### src/rtl/mac_bist_pkg.sv
// Shared types and constants for the MAC processing-element self-test controller.
package mac_bist_pkg;

    // Controller states. Each pattern walks LOAD_W -> DRIVE -> WAIT -> CHECK.
    typedef enum logic [2:0] {
        ST_IDLE   = 3'd0,
        ST_LOAD_W = 3'd1,
        ST_DRIVE  = 3'd2,
        ST_WAIT   = 3'd3,
        ST_CHECK  = 3'd4,
        ST_DONE   = 3'd5
    } bist_state_e;

    // Right-shifting Fibonacci LFSR. Taps 16,14,13,11 map to state bits 0,2,3,5.
    localparam logic [15:0] LFSR_TAPS         = 16'h002D;
    localparam logic [15:0] LFSR_DEFAULT_SEED = 16'hACE1;

    // The error counter is 9 bits wide and saturates at its maximum value.
    localparam int unsigned  ERR_CNT_W = 9;
    localparam logic [8:0]   ERR_MAX   = 9'h1FF;

    // Returns the next LFSR state: the feedback bit enters at the top.
    function automatic logic [15:0] lfsr_step(input logic [15:0] s);
        return {^(s & LFSR_TAPS), s[15:1]};
    endfunction

endpackage

### src/rtl/bist_lfsr.sv
// 16-bit pattern generator. It can be reloaded with the seed or advanced one step.
module bist_lfsr
    import mac_bist_pkg::*;
#(
    parameter logic [15:0] SEED = LFSR_DEFAULT_SEED
) (
    input  logic        clk_i,
    input  logic        rst_ni,
    input  logic        load_i,
    input  logic        adv_i,
    output logic [15:0] q_o
);

    logic [15:0] lfsr_q;
    logic [15:0] lfsr_d;

    // Next state: a load takes priority over an advance.
    always_comb begin
        lfsr_d = lfsr_q;
        if (load_i) begin
            lfsr_d = SEED;
        end else if (adv_i) begin
            lfsr_d = lfsr_step(lfsr_q);
        end
    end

    // State register. Reset returns the generator to the seed.
    always_ff @(posedge clk_i or negedge rst_ni) begin
        if (!rst_ni) begin
            lfsr_q <= SEED;
        end else begin
            lfsr_q <= lfsr_d;
        end
    end

    assign q_o = lfsr_q;

endmodule

### src/rtl/mac_bist_ctrl.sv
// Self-test controller for a weight-stationary MAC processing element.
// Each pattern first loads the weight w, then drives activation a and partial sum p.
// It then checks bottom == a*w + p and right == a.
module mac_bist_ctrl
    import mac_bist_pkg::*;
#(
    parameter int unsigned WORD_SIZE    = 16,
    parameter int unsigned NUM_PATTERNS = 8,
    parameter logic [15:0] LFSR_SEED    = LFSR_DEFAULT_SEED,
    localparam int unsigned IDX_W       = (NUM_PATTERNS > 1) ? $clog2(NUM_PATTERNS) : 1
) (
    input  logic                 clk,
    input  logic                 rst,
    input  logic                 start,
    output logic                 busy,
    output logic                 done,
    output logic                 pass,
    output logic [IDX_W-1:0]     fail_index,
    output logic [ERR_CNT_W-1:0] err_count,
    output logic                 pe_op2_select,
    output logic                 pe_out_select,
    output logic                 pe_stat_bit,
    output logic [WORD_SIZE-1:0] pe_left,
    output logic [WORD_SIZE-1:0] pe_top,
    input  logic [WORD_SIZE-1:0] pe_right,
    input  logic [WORD_SIZE-1:0] pe_bottom
);

    localparam logic [IDX_W-1:0] LAST_IDX = IDX_W'(NUM_PATTERNS - 1);

    bist_state_e            state_q, state_d;
    logic [IDX_W-1:0]       cnt_q, cnt_d;
    logic [ERR_CNT_W-1:0]   err_q, err_d;
    logic [IDX_W-1:0]       fidx_q, fidx_d;
    logic                   fseen_q, fseen_d;
    logic                   lfsr_load;
    logic                   lfsr_adv;
    logic [15:0]            lfsr_val;
    logic [15:0]            swap_val;
    logic [WORD_SIZE-1:0]   pat_w, pat_a, pat_p, exp_result;
    logic                   mismatch;

    bist_lfsr #(.SEED(LFSR_SEED)) u_lfsr (
        .clk_i  (clk),
        .rst_ni (rst),
        .load_i (lfsr_load),
        .adv_i  (lfsr_adv),
        .q_o    (lfsr_val)
    );

    // The current pattern and its golden result are derived from the live LFSR value.
    assign swap_val   = {lfsr_val[7:0], lfsr_val[15:8]};
    assign pat_w      = lfsr_val[WORD_SIZE-1:0];
    assign pat_a      = swap_val[WORD_SIZE-1:0];
    assign pat_p      = ~lfsr_val[WORD_SIZE-1:0];
    assign exp_result = pat_a * pat_w + pat_p;
    assign mismatch   = (pe_bottom != exp_result) || (pe_right != pat_a);

    // Sequencing and bookkeeping. A run is reseeded and cleared only from IDLE or DONE.
    always_comb begin
        state_d   = state_q;
        cnt_d     = cnt_q;
        err_d     = err_q;
        fidx_d    = fidx_q;
        fseen_d   = fseen_q;
        lfsr_load = 1'b0;
        lfsr_adv  = 1'b0;
        case (state_q)
            ST_IDLE, ST_DONE: begin
                if (start) begin
                    state_d   = ST_LOAD_W;
                    lfsr_load = 1'b1;
                    cnt_d     = '0;
                    err_d     = '0;
                    fidx_d    = '0;
                    fseen_d   = 1'b0;
                end
            end
            ST_LOAD_W: state_d = ST_DRIVE;
            ST_DRIVE:  state_d = ST_WAIT;
            ST_WAIT:   state_d = ST_CHECK;
            ST_CHECK: begin
                lfsr_adv = 1'b1;
                if (mismatch) begin
                    if (err_q != ERR_MAX) begin
                        err_d = err_q + 9'd1;
                    end
                    if (!fseen_q) begin
                        fseen_d = 1'b1;
                        fidx_d  = cnt_q;
                    end
                end
                if (cnt_q == LAST_IDX) begin
                    state_d = ST_DONE;
                end else begin
                    state_d = ST_LOAD_W;
                    cnt_d   = cnt_q + 1'b1;
                end
            end
            default: state_d = ST_IDLE;
        endcase
    end

    // State and bookkeeping registers. Reset aborts any run in progress.
    always_ff @(posedge clk or negedge rst) begin
        if (!rst) begin
            state_q <= ST_IDLE;
            cnt_q   <= '0;
            err_q   <= '0;
            fidx_q  <= '0;
            fseen_q <= 1'b0;
        end else begin
            state_q <= state_d;
            cnt_q   <= cnt_d;
            err_q   <= err_d;
            fidx_q  <= fidx_d;
            fseen_q <= fseen_d;
        end
    end

    // PE drive pattern for each state. The PE stays quiet in IDLE and DONE.
    always_comb begin
        busy          = 1'b0;
        pe_op2_select = 1'b0;
        pe_stat_bit   = 1'b0;
        pe_out_select = 1'b0;
        pe_left       = '0;
        pe_top        = '0;
        case (state_q)
            ST_LOAD_W: begin
                busy          = 1'b1;
                pe_op2_select = 1'b1;
                pe_out_select = 1'b1;
                pe_top        = pat_w;
            end
            ST_DRIVE, ST_WAIT, ST_CHECK: begin
                busy          = 1'b1;
                pe_stat_bit   = 1'b1;
                pe_out_select = 1'b1;
                pe_left       = pat_a;
                pe_top        = pat_p;
            end
            default: ;
        endcase
    end

    assign done       = (state_q == ST_DONE);
    assign pass       = done && (err_q == '0);
    assign err_count  = err_q;
    assign fail_index = fidx_q;

endmodule

### config.mk
export PLATFORM = sky130hd
export DESIGN_NAME = mac_bist_ctrl
export DESIGN_NICKNAME = d
export VERILOG_FILES = /design/src/rtl/mac_bist_pkg.sv /design/src/rtl/bist_lfsr.sv /design/src/rtl/mac_bist_ctrl.sv
export SDC_FILE = /design/constraint.sdc
export NUM_CORES = 1
export LEC_CHECK = 0
export ABC_AREA = 1
export CELL_PAD_IN_SITES_DETAIL_PLACEMENT = 1
export CELL_PAD_IN_SITES_GLOBAL_PLACEMENT = 1
export CORE_MARGIN = 2
export CORE_UTILIZATION = 42
export CTS_CLUSTER_SIZE = 16
export DETAILED_ROUTE_END_ITERATION = 8
export GPL_TIMING_DRIVEN = 0
export PLACE_DENSITY = 0.85
export SLEW_MARGIN = 20
export SYNTH_ARGS = -nofsm -noshare
export SYNTH_HDL_FRONTEND = slang
export SYNTH_SLANG_ARGS = --single-unit
### constraint.sdc
create_clock -name clk -period 6.8 [get_ports clk]
set_input_delay 1.36 -clock clk [delete_from_list [all_inputs] [get_ports clk]]
set_output_delay 1.36 -clock clk [all_outputs]
set_load 0.02 [all_outputs]
==> out/results.ini <==
[run_status]
status = complete, no violations

[final_layout]
nets = 1178
n_fill_cell = 1992
final_layout_size_suffix_gt1_share_pct = 5.105
multi_input_area_um2 = 4722
area.sequential_um2 = 885.9
instances_no_fill = 1210
num_antenna_cells = 0
syn2layout_area_growth_pct = 18.84

[die]
core_um2 = 15310
start_util_pct = 43.15
dieArea_um2 = 16750
std_cell_rows = 45
io-pin-count = 85
die-height_um = 129.4
die_w_um = 129.4

[setup_path]
slowest_stage = fa_1
max_stage_delay_ps = 590
crit_type = register to register
cp_data_arrival_time_ps = 6560
cp.required_ps = 6970
crit_fanout = 10
start_kind = register
cp_cell_sequence = buf_4 > clkbuf_2 > nand2_1 > fa_1 > fa_1 > fa_1 > inv_1 > fa_1 > inv_1 > fa_1 > fa_1 > inv_1 > ha_1 > nand2_1 > a21oi_1 > a211oi_1 > nand3_1 > nand3b_1 > nand2_1 > nand2_1 > nand4_4 > nand3_2 > nand2_1 > nand2_1
cp-end-kind = register

[min_path]
hold_path_class = register to register

[clock_tree]
clkLatencyLatePin_ps = 280
htree_levels = 2
cts_buffers = 5
cts_sinks = 35
cts-root-buf = clkbuf_16
cts_setup_buffers = 0
clk_pin_slew_ps = 60
cts_tree = built
clk_path_buf_depth = 2

[grt]
overflow = 0
antenna_found_initial = 0
grtUsageTotal_pct = 25.06
grt_pass1_vias = 6716
grt_pass1_wl_mm = 32.85
grt_max_degree = 29

[sta]
drv_slew = 0
setup_tns_ps = 0
finalCritPeriodShare_pct = 93.98
slew_headroom_pct = 42.92
setup_viol_count_final = 0
fmax_mhz = 156.5
clock-skew-final_ps = 3.476
fin_crit_ps = 6391
rsz0062_at_grt = false
worst_pin_slew_ps = 849.7
hold_viol_final = 0

[synth]
synth_area_um2 = 6608
synth-async-reset-ratio_pct = 100.0
yosysWarnings = 0
synth_seq_area_share_pct = 13.41
ys_ff_latch = 35
ys_dominant_reg_cell = dfrtp_1
ys_types = 43
avgSynthCellArea_um2 = 7.229
syn_nets = 1094
synth_edf_count = 0
netlist_instances = 914

[detailed_routing]
drt_iter0_drc = 226
ant_nets = 0
drc_errors = 0
drt-total-wl_mm = 19.68
dr.pass1.iters = 5
wl_per_cell_um = 16.26
via_per_inst = 5.021
num_vias = 6075

[placement]
io_buffer_count = 84
hpwl_mm = 16.29
place_congestion = 0.8463
placedCellCount = 1210

[flow_run]
cap_violations = 0

[worst max-delay path, delay by kind of cell, from the launching register on]
family,cells,cell delay (ps)
adder cells (fa/ha/maj),7,3490
buffers and inverters,5,640
flip-flops,1,540
AND/OR/NAND/NOR,10,1380
AO/OA/AOI/OAI,2,220
[worst paths after layout]
kind / startpoint / to / slack [ps] / depth (start not counted)
worst max-delay path: u_lfsr.q_o[0] / err_count[4] / 410 / 24
worst min-delay path: fail_index[0] / fail_index[0] / 490 / 2
worst max register to register: u_lfsr.q_o[0] / err_count[4] / 410 / 24
worst min register to register: fail_index[0] / fail_index[0] / 490 / 2
max in group asynchronous: rst / u_lfsr.q_o[11] / 5390 / 2
min in group asynchronous: rst / err_count[6] / 930 / 1
[Yosys cell counts, types with 13 or more instances]
master | n | share of area, %
a21oi_1 | 18 | 1.4
clkbuf_1 | 21 | 1.2
dfrtp_1 | 27 | 10
fa_1 | 87 | 26
ha_1 | 58 | 11
inv_1 | 216 | 12
nand2_1 | 258 | 15
nand3_1 | 30 | 2.3
nand4_1 | 16 | 1.5
nor2_1 | 54 | 3.1
o21ai_0 | 31 | 2.3
xnor2_1 | 13 | 1.7
xor2_1 | 16 | 2.1
[per-stage QoR]
stage	hold slack, ps	util [%]	area [um^2]	setup slack (ps)
detailed placement	475.8	50.46	7727	133.6
CTS	492.9	51.42	7875	125.6
finish	488.4	51.27	7853	409.0
global route	540.9	51.27	7853	3.738
global placement	459.9	50.36	7712	210.0
floorplan	474.5	-	6608	951.9
[metal layers]
layer	vias up	part of all wire (%)	track usage (%)
met5	-	0	0
met4	0	1.8	5.503
met3	29	4.8	2.436
met2	155	52	47.55
met1	3012	42	30.74
li1	2879	-	-
[logic make-up (layout without fill, tap and decap cells)]
kind of cell | after synthesis | in the layout | share of synthesized area (%)
buffers and inverters | 259 | 344 | 15.13
muxes | 1 | 1 | 0.1515
xor gates and xnor gates | 31 | 31 | 4.544
other | 1 | 1 | 0.05675
adders and majority gates | 145 | 145 | 37.34
DFF | 35 | 35 | 13.41
and+or+nand+nor | 377 | 377 | 23.82
AOI/OAI and AO/OA | 65 | 65 | 5.548
[final cells by class]
class,instances,share of cell area [%]
inverters,223,10.66
flip-flops and latches,35,11.28
well taps,211,3.362
repair buffers,85,10.90
multi-input cells,620,60.13
clock buffers,7,1.816
clock inverters,1,0.06373
plain buffers,28,1.785
[repair_timing]
item | CTS | global route
hold buffers | 0 | 0
resized for setup | 0 | 11
setup endpoints to repair | 0 | 13
[cells in the final DEF, fill, tap and decap left out, drive strengths merged]
cell type      netlist  routed
o221ai               1       1
dfrtp               27      27
clkdlybuf4s50        0      83
nand3b               3       3
ha                  58      58
nor2                58      58
o21bai               1       1
mux2i                1       1
xnor3                1       1
clkbuf              22      23
nor4b                1       1
nor3                 5       5
inv                223     223
a211oi               1       1
or2                  1       1
a21o                 1       1
conb                 1       1
clkinv               0       1
xor3                 1       1
buf                 14      14
fa                  87      87
nand4               17      17
xnor2               13      13
nand3               31      31
o21ai               32      32
nor3b                1       1
nand2              259     259
dfstp                8       8
a22oi                8       8
a21oi               20      20
o21a                 1       1
nor4                 1       1
xor2                16      16
[flip-flops by register name, summed over array words and instances (netlist names)]
name and flops:
fseen_q 1, u_lfsr.q_o 16, state_q 3, fail_index 3, cnt_q 3, err_count 9
Power is left out: the tool's default activity adds up to more than one toggle a clock period on the data nets, which glitch-free logic cannot reach.
